**src/rtl/mult_arb_pkg.sv**
```systemverilog
// Shared types and constants for the round-robin multiplier arbiter.
package mult_arb_pkg;

  typedef enum logic [2:0] {
    IDLE,
    START,
    WAIT_BUSY,
    WAIT_DONE,
    RESP
  } state_t;

  localparam int DEFAULT_WIDTH   = 4;
  localparam int DEFAULT_NUM_REQ = 4;

  function automatic int grant_w(input int n);
    return (n > 2) ? $clog2(n) : 1;
  endfunction

endpackage

```
**src/rtl/mult_arbiter_if.sv**
```systemverilog
// Requester and multiplier bus of mult_arbiter; rsp_err exists only with MULT_ARB_TIMEOUT_EN.
interface mult_arbiter_if import mult_arb_pkg::*; #(
  parameter int NUM_REQ = DEFAULT_NUM_REQ,
  parameter int WIDTH   = DEFAULT_WIDTH
);

  logic [NUM_REQ-1:0]       req_valid;
  logic [NUM_REQ*WIDTH-1:0] req_a;
  logic [NUM_REQ*WIDTH-1:0] req_b;
  logic [NUM_REQ-1:0]       req_ready;
  logic [NUM_REQ-1:0]       rsp_valid;
  logic [2*WIDTH-1:0]       rsp_product;
`ifdef MULT_ARB_TIMEOUT_EN
  logic                     rsp_err;
`endif
  logic                     mult_start;
  logic [WIDTH-1:0]         mult_multiplicand;
  logic [WIDTH-1:0]         mult_multiplier;
  logic [2*WIDTH-1:0]       mult_product;
  logic                     mult_busy;

  // slave is the arbiter side, master is the requesters plus the multiplier
  modport slave (
    input  req_valid, req_a, req_b, mult_product, mult_busy,
    output req_ready, rsp_valid, rsp_product, mult_start,
           mult_multiplicand, mult_multiplier
`ifdef MULT_ARB_TIMEOUT_EN
    , output rsp_err
`endif
  );

  modport master (
    output req_valid, req_a, req_b, mult_product, mult_busy,
    input  req_ready, rsp_valid, rsp_product, mult_start,
           mult_multiplicand, mult_multiplier
`ifdef MULT_ARB_TIMEOUT_EN
    , input rsp_err
`endif
  );

endinterface

```
**src/rtl/mult_arbiter_rr_picker.sv**
```systemverilog
// Combinational round-robin pick: first valid requester above last_grant, wrapping.
module rr_picker import mult_arb_pkg::*; #(
  parameter  int NUM_REQ = DEFAULT_NUM_REQ,
  localparam int GW      = grant_w(NUM_REQ)
) (
  input  logic [NUM_REQ-1:0] valid,
  input  logic [GW-1:0]      last_grant,
  output logic [NUM_REQ-1:0] grant,
  output logic [GW-1:0]      grant_idx,
  output logic               found
);

  int          pos;
  logic [GW-1:0] idx;

  always_comb begin
    grant     = '0;
    grant_idx = '0;
    found     = 1'b0;
    pos       = 0;
    idx       = '0;
    for (int off = 1; off <= NUM_REQ; off++) begin
      pos = (int'(last_grant) + off) % NUM_REQ;
      idx = GW'(pos);
      if (!found && valid[idx]) begin
        grant[idx] = 1'b1;
        grant_idx  = idx;
        found      = 1'b1;
      end
    end
  end

endmodule

```
**src/rtl/mult_arbiter.sv**
```systemverilog
// Round-robin sequencer sharing one start/busy multiplier among NUM_REQ requesters.
// Optional watchdog (TIMEOUT parameter, rsp_err) enabled by defining MULT_ARB_TIMEOUT_EN.
module mult_arbiter import mult_arb_pkg::*; #(
  parameter int NUM_REQ = DEFAULT_NUM_REQ,
  parameter int WIDTH   = DEFAULT_WIDTH
`ifdef MULT_ARB_TIMEOUT_EN
  , parameter int TIMEOUT = 64
`endif
) (
  input  logic             clock,
  input  logic             reset,
  mult_arbiter_if.slave    bus,
  output logic             active
);

  localparam int GW = grant_w(NUM_REQ);

  state_t               state;
  logic [GW-1:0]        last_grant;
  logic [GW-1:0]        grant_idx;
  logic [GW-1:0]        pick_idx;
  logic [NUM_REQ-1:0]   pick;
  logic                 pick_found;
  logic [NUM_REQ-1:0]   ready;
  logic [NUM_REQ-1:0]   rsp_valid_r;
  logic [2*WIDTH-1:0]   rsp_product_r;
  logic [WIDTH-1:0]     op_a;
  logic [WIDTH-1:0]     op_b;
  logic                 start_r;

  rr_picker #(.NUM_REQ(NUM_REQ)) u_picker (
    .valid      (bus.req_valid),
    .last_grant (last_grant),
    .grant      (pick),
    .grant_idx  (pick_idx),
    .found      (pick_found)
  );

  // Grants are withheld while the multiplier is busy: it has no reset of its own.
  assign ready = (state == IDLE && !bus.mult_busy && !reset && pick_found) ? pick : '0;

  assign bus.req_ready         = ready;
  assign bus.rsp_valid         = rsp_valid_r;
  assign bus.rsp_product       = rsp_product_r;
  assign bus.mult_start        = start_r;
  assign bus.mult_multiplicand = op_a;
  assign bus.mult_multiplier   = op_b;

`ifdef MULT_ARB_TIMEOUT_EN
  localparam int CW = $clog2(TIMEOUT + 1);
  logic [CW-1:0] wait_cnt;
  logic          rsp_err_r;
  logic          timeout_hit;
  assign timeout_hit = (wait_cnt == CW'(TIMEOUT - 1));
  assign bus.rsp_err = rsp_err_r;
`endif

  always_ff @(posedge clock) begin
    if (reset) begin
      state         <= IDLE;
      last_grant    <= GW'(NUM_REQ - 1);
      grant_idx     <= '0;
      op_a          <= '0;
      op_b          <= '0;
      rsp_product_r <= '0;
      rsp_valid_r   <= '0;
      start_r       <= 1'b0;
      active        <= 1'b0;
`ifdef MULT_ARB_TIMEOUT_EN
      wait_cnt      <= '0;
      rsp_err_r     <= 1'b0;
`endif
    end else begin
      start_r     <= 1'b0;
      rsp_valid_r <= '0;
      case (state)
        IDLE: begin
          if (|(ready & bus.req_valid)) begin
            op_a      <= bus.req_a[pick_idx*WIDTH +: WIDTH];
            op_b      <= bus.req_b[pick_idx*WIDTH +: WIDTH];
            grant_idx <= pick_idx;
            start_r   <= 1'b1;
            active    <= 1'b1;
            state     <= START;
          end
        end
        START: begin
`ifdef MULT_ARB_TIMEOUT_EN
          wait_cnt <= '0;
`endif
          state <= WAIT_BUSY;
        end
        WAIT_BUSY: begin
`ifdef MULT_ARB_TIMEOUT_EN
          wait_cnt <= wait_cnt + 1'b1;
          if (timeout_hit) begin
            rsp_product_r <= '0;
            rsp_err_r     <= 1'b1;
            rsp_valid_r   <= NUM_REQ'(1) << grant_idx;
            last_grant    <= grant_idx;
            state         <= RESP;
          end else if (bus.mult_busy) begin
            state <= WAIT_DONE;
          end
`else
          if (bus.mult_busy) state <= WAIT_DONE;
`endif
        end
        WAIT_DONE: begin
          if (!bus.mult_busy) begin
            rsp_product_r <= bus.mult_product;
            rsp_valid_r   <= NUM_REQ'(1) << grant_idx;
            last_grant    <= grant_idx;
            state         <= RESP;
          end
`ifdef MULT_ARB_TIMEOUT_EN
          else if (timeout_hit) begin
            rsp_product_r <= '0;
            rsp_err_r     <= 1'b1;
            rsp_valid_r   <= NUM_REQ'(1) << grant_idx;
            last_grant    <= grant_idx;
            state         <= RESP;
          end
          wait_cnt <= wait_cnt + 1'b1;
`endif
        end
        RESP: begin
`ifdef MULT_ARB_TIMEOUT_EN
          rsp_err_r <= 1'b0;
`endif
          active <= 1'b0;
          state  <= IDLE;
        end
        default: state <= IDLE;
      endcase
    end
  end

endmodule
```
**src/flat_wrapper.sv**
```systemverilog
// flat-port wrapper written by rule: the top's interface ports become plain ports
module mult_arbiter_flat import mult_arb_pkg::*;
#(
  parameter int NUM_REQ = DEFAULT_NUM_REQ,
  parameter int WIDTH   = DEFAULT_WIDTH

)
  (clock, reset, active, bus_req_valid, bus_req_a, bus_req_b, bus_mult_product, bus_mult_busy, bus_req_ready, bus_rsp_valid, bus_rsp_product, bus_mult_start, bus_mult_multiplicand, bus_mult_multiplier);
  mult_arbiter_if #(.NUM_REQ(NUM_REQ), .WIDTH(WIDTH)) bus_i ();
  input  logic clock;
  input  logic reset;
  output logic active;
  input wire logic [$bits(bus_i.req_valid)-1:0] bus_req_valid;
  input wire logic [$bits(bus_i.req_a)-1:0] bus_req_a;
  input wire logic [$bits(bus_i.req_b)-1:0] bus_req_b;
  input wire logic [$bits(bus_i.mult_product)-1:0] bus_mult_product;
  input wire logic [$bits(bus_i.mult_busy)-1:0] bus_mult_busy;
  output wire logic [$bits(bus_i.req_ready)-1:0] bus_req_ready;
  output wire logic [$bits(bus_i.rsp_valid)-1:0] bus_rsp_valid;
  output wire logic [$bits(bus_i.rsp_product)-1:0] bus_rsp_product;
  output wire logic [$bits(bus_i.mult_start)-1:0] bus_mult_start;
  output wire logic [$bits(bus_i.mult_multiplicand)-1:0] bus_mult_multiplicand;
  output wire logic [$bits(bus_i.mult_multiplier)-1:0] bus_mult_multiplier;
  assign bus_i.req_valid = bus_req_valid;
  assign bus_i.req_a = bus_req_a;
  assign bus_i.req_b = bus_req_b;
  assign bus_i.mult_product = bus_mult_product;
  assign bus_i.mult_busy = bus_mult_busy;
  assign bus_req_ready = bus_i.req_ready;
  assign bus_rsp_valid = bus_i.rsp_valid;
  assign bus_rsp_product = bus_i.rsp_product;
  assign bus_mult_start = bus_i.mult_start;
  assign bus_mult_multiplicand = bus_i.mult_multiplicand;
  assign bus_mult_multiplier = bus_i.mult_multiplier;
  mult_arbiter #(.NUM_REQ(NUM_REQ), .WIDTH(WIDTH)) u_core (.clock(clock), .reset(reset), .bus(bus_i), .active(active));
endmodule
```
**config.mk**
```make
export PLATFORM = sky130hd
export DESIGN_NAME = mult_arbiter_flat
export DESIGN_NICKNAME = d
export VERILOG_FILES = /design/src/rtl/mult_arb_pkg.sv /design/src/rtl/mult_arbiter_if.sv /design/src/rtl/mult_arbiter_rr_picker.sv /design/src/rtl/mult_arbiter.sv /design/src/flat_wrapper.sv
export SDC_FILE = /design/constraint.sdc
export NUM_CORES = 1
export LEC_CHECK = 0
export CAP_MARGIN = 20
export CORE_AREA = 2 2 75 77
export DETAILED_ROUTE_END_ITERATION = 10
export DIE_AREA = 0 0 77 79
export GPL_TIMING_DRIVEN = 0
export PLACE_DENSITY = 0.76
export SYNTH_ARGS = -nofsm -noshare
export SYNTH_HDL_FRONTEND = slang
export SYNTH_SLANG_ARGS = --single-unit
```
**constraint.sdc**
```tcl
create_clock -name clock -period 9 [get_ports clock]
set_input_delay 2.7 -clock clock [delete_from_list [all_inputs] [get_ports clock]]
set_output_delay 2.7 -clock clock [all_outputs]
set_load 0.05 [all_outputs]
```
### Word level (Yosys, flattened, before mapping)

Cells that the tools add are included.

* add/subtract/negate cells: 4
* order comparisons: 8
* equal/unequal tests: 7
* shifts and indexed selects: 3
* muxes and demuxes: 36
* bitwise operators: 7
* reduce and logical (&&, ||, !) cells: 24

Operator list (number)
* indexed part select 16 x 5 -> 4 bit: 2
* two-way mux 4 bit: 5
* two-way mux 1 bit: 14
* < comparator 2 x 3 -> 1 bit (second input constant): 4
* OR 4 bit: 3
* case mux 3 bit (4 select lines): 1
* logical AND 1 bit: 10
* two-way mux 3 bit: 3
* binary-select mux 1 bit (select 2 bit): 4
* demux 1 bit (select 2 bit): 4
* greater-or-equal comparator 2 x 1 -> 1 bit (second input constant): 4
* two-way mux 2 bit: 4
* == test 3 x 2 -> 1 bit (second input constant): 2
* != test 2 bit (second input constant): 3
* AND reduction 2 bit: 3
* zero test 1 bit: 5
* adder 2 x 1 -> 2 bit (second input constant): 2
* adder 2 bit (second input constant): 2
* bitwise AND 4 bit: 1
* OR reduction 4 bit: 1
* left shift 1 x 2 -> 4 bit (first input constant): 1
* == test 3 x 1 -> 1 bit (second input constant): 1
* == test 3 bit (second input constant): 1
* zero test 3 bit: 1
* 6 further kinds: 8

* bits in registers: 29
* bits of input ports: 47
* output and inout bits: 26
* word-level logic and storage cells: 98

### Longest topological paths before layout

* depth in word-level cells: 19
* mapped depth: 14
* mapped depth without buffers: 9

### Cells and area by module

From an unflattened synthesis, not the netlist that was laid out.

* cell total of the unflattened synthesis: 186
* area total of the unflattened synthesis: 1826.8 sq um

Modules (own cells, without submodules)
* mult_arbiter: times used 1, cells each 100, area each 1197.4 sq um, seq. area each 580.6 sq um
* rr_picker: times used 1, cells each 86, area each 629.4 sq um, seq. area each 0.0 sq um

### Worst setup path after synthesis

OpenSTA, ideal clock, no wires.

* kind: input to output
* start: in bus_req_valid[2]
* end: out bus_req_ready[3]
* arrival time: 4.877 ns
* data required time: 6.300 ns
* slack: 1.423 ns
* stages: 5
* buffers on the path: 1
* cells stage by stage: buf_2 > mux4_2 > or3b_1 > o221a_1 > a21oi_1

* cells in the longest elaborated chain, start to end: 14
* elaborated cells between the ends (all ways): 27
* those cells by class: mux: 17; bitwise: 3; reduce/logical: 7

RTL lines
* start, declared: line flat_wrapper.sv:13 `input wire logic [$bits(bus_i.req_valid)-1:0] bus_req_valid;`
* binary-select mux 1 bit (select 2 bit): line mult_arbiter_rr_picker.sv:25 `if (!found && valid[idx]) begin`
* two-way mux 1 bit (not written as such): line mult_arbiter_rr_picker.sv:25
* two-way mux 1 bit: line mult_arbiter_rr_picker.sv:25
* zero test 1 bit: line mult_arbiter_rr_picker.sv:25
* logical AND 1 bit: line mult_arbiter_rr_picker.sv:25
* two-way mux 1 bit: line mult_arbiter_rr_picker.sv:25
* zero test 1 bit: line mult_arbiter_rr_picker.sv:25
* logical AND 1 bit: line mult_arbiter_rr_picker.sv:25
* two-way mux 1 bit: line mult_arbiter_rr_picker.sv:25
* zero test 1 bit: line mult_arbiter_rr_picker.sv:25
* logical AND 1 bit: line mult_arbiter_rr_picker.sv:25
* two-way mux 1 bit: line mult_arbiter_rr_picker.sv:25
* logical AND 1 bit: line mult_arbiter.sv:40 `assign ready = (state == IDLE && !bus.mult_busy && !reset && pick_found) ? pick : '0;`
* two-way mux 4 bit (*): line mult_arbiter.sv:40
* end, declared: line flat_wrapper.sv:18 `output wire logic [$bits(bus_i.req_ready)-1:0] bus_req_ready;`

Mark *: on every way between the ends. The rest lies on a longest branch, timed or not. The select of a mux whose other input is x is not followed.

### Final worst setup path

* start: in bus_req_valid[3]
* end: out bus_req_ready[3]

The elaborated chain is that of the path after synthesis.

==> flow_summary.ini <==
[drt]
vias = 2588
routed_wirelength_um = 6851
dr.pass1.iters = 7
drt-met1-wl_um = 2980
avgViaCountPerCell = 5.895
wl_met2_um = 3230
first_iter_violations = 159
wl_per_cell_um = 15.61
detail-route-antenna-nets = 0
wl_met3_um = 529
dr.max_layer_used = met4
post-route-drc-count = 0

[final_layout]
final_cell_area_mm2 = 0.003222
drive_gt1_share_pct = 10.35
areaGrowthSynthToFinish_pct = 39.79
insertedDiodeCount = 0
nets = 421

[timing]
fmax_ghz = 0.1198
relSlewSlack_pct = 29.30
final.min_clock_period_ps = 8347
report.final.slew_viol_count = 0
setup_viol = 0
tightest_slew_ps = 1054
finalCritPeriodShare_pct = 92.74
rsz0062_at_grt = false
final_hold_viol_count = 0
fin_ws_ps = 653.4
tns_ps = 0
holdWs_ps = 465.7
clock_skew_ps = 1.561

[setup_path]
path_class = primary input to output port
crit_path_start_kind = primary input
arrival_ps = 5650
crit_fanout = 10
cp-end-kind = output port
cp.required_ps = 6300

[hold_path]
hold_path_class = flip-flop to flip-flop

[place]
pre_cts_slack_ps = 673.4
postPlaceCellArea_mm2 = 0.003105
numPortBuffers = 71
hpwl_um = 5130
gp_congestion = 0.9169

[power]
leakagePower_nw = 1.226
fin_total_pwr_mw = 0.3714
ir_drop_mv = 0.05928
power_density_mw_per_mm2 = 115.3

[synth]
synth_cell_types = 56
ys_ff_latch = 29
synth_common_cells = nand2_1 (47), dfxtp_1 (29), o21ai_0 (24)
synth_edf_count = 0
synth_area_mm2 = 0.002305
synth.top_cell.area_share_pct = 25.19
synth_nets = 343
synthArstFlopShare_pct = 0
avgSynthCellArea_um2 = 8.002
yosysSeqAreaShare_pct = 25.19
syn_inst = 288
synth_top_flop_cell = dfxtp_1
yosys_warnings = 0
synth.area.top_cells = dfxtp_1 (25%), nand2_1 (7.7%), o21ai_0 (5.2%)
yosysMostFrequentCell = nand2_1
synth.largest_area_cell = dfxtp_1

[clock_tree]
ctsHoldBuffers = 0
clk_pin_slew_ps = 60
cts_tree = done
clock_latency_ps = 280
cts_resized = 0
numCtsBuffers = 5
cts_root_buffer = clkbuf_8
htree_levels = 2
cts_buffer_depth = 2
cts.sinks = 29
post_cts_buffers = 0

[floorplanning]
rows = 27
die_h_um = 79
dieWidth_um = 77
io_pins = 73
initial_core_util_pct = 43.18
coreArea_mm2 = 0.005338
fp.dieArea_mm2 = 0.006083

[job]
cap_violations = 0

[global_route]
grt_usage_pct = 22.21
antenna_found_initial = 0
grt_pass1_vias = 2383
grt_max_degree = 11
grt_pass1_wl_um = 11030
grt_overflow = 0

[outcome]
outcome = completed
-- kinds of logic (layout without fill, tap and decap cells) --
kind of cell    count (synthesis)  count (layout)  share of synthesized area [%]
fa+ha+maj                       8               8                          4.343
buf+inv                        32             111                          6.080
flops                          29              29                          25.19
mux                            20              20                          11.02
compound gates                100             100                          32.90
simple gates                   99              99                          20.47
-- critical path: stages --
cell and delay (ps):
clkdlybuf4s50_1 410, buf_2 170, mux4_2 580, or3b_1 480, o221a_1 330, a21oi_1 150, clkdlybuf4s50_1 820
-- stage by stage --
stage               cells  utilization, %
floorplan             288               -
CTS                   439           60.36
global route          439           60.36
finish                439           60.36
global placement      431           58.18
detailed placement    431           58.18
-- registers in the layout, summed over array words and instances (netlist names) --
register / flops
u_core.active: 1
u_core.bus.mult_multiplicand: 4
u_core.bus.mult_multiplier: 4
u_core.bus.mult_start: 1
u_core.bus.rsp_product: 8
u_core.bus.rsp_valid: 4
u_core.grant_idx: 2
u_core.last_grant: 2
u_core.state: 3
-- metal layers --
| layer | vias up | track usage (%) |
|---|---|---|
| met1 | 1205 | 28.10 |
| li1 | 1251 | - |
| met4 | 0 | 8.750 |
| met5 | - | 0 |
| met2 | 120 | 37.54 |
| met3 | 12 | 4.205 |
-- cell type report --
class                      count  area [µm²]
fill                         494        2116
sequential                    29       580.6
inverter                      13       48.80
tap                           72       90.09
timing repair buffer          71       710.7
buffer                        19       91.34
clock buffer                   7       86.33
clock inverter                 1       30.03
multi-input combinational    227        1584
-- path summary, 6_finish.rpt --
path | start | endpoint | slack (ps) | cells past startpoint
min | u_core.bus.mult_multiplier[2] | u_core.bus.mult_multiplier[2] | 470 | 2
max reg2reg | u_core.last_grant[0] | u_core.bus.mult_multiplicand[1] | 4700 | 12
min reg2reg | u_core.bus.mult_multiplier[2] | u_core.bus.mult_multiplier[2] | 470 | 2
max | bus_req_valid[3] | bus_req_ready[3] | 650 | 7
-- power by group --
group          internal [mW]  total [mW]  switching [mW]
Combinational         0.0452      0.0978          0.0526
Clock                 0.0901       0.138          0.0480
Sequential             0.133       0.136         0.00290
-- placed cells by master, fill, tap and decap left out, drive strengths merged, types with 4 or more instances in the layout --
master | Yosys | routed
clkdlybuf4s50 | 0 | 71
nand2 | 47 | 47
dfxtp | 29 | 29
o21ai | 26 | 26
nor2 | 18 | 18
clkbuf | 9 | 16
inv | 13 | 13
mux2 | 10 | 10
buf | 10 | 10
nand2b | 9 | 9
a21oi | 9 | 9
a22o | 9 | 9
a31oi | 8 | 8
ha | 8 | 8
mux2i | 7 | 7
a2111oi | 7 | 7
a32oi | 7 | 7
o311ai | 7 | 7
a211o | 4 | 4
a221oi | 4 | 4
nor3 | 4 | 4
Note: power is estimated with default switching activity, not from simulation.
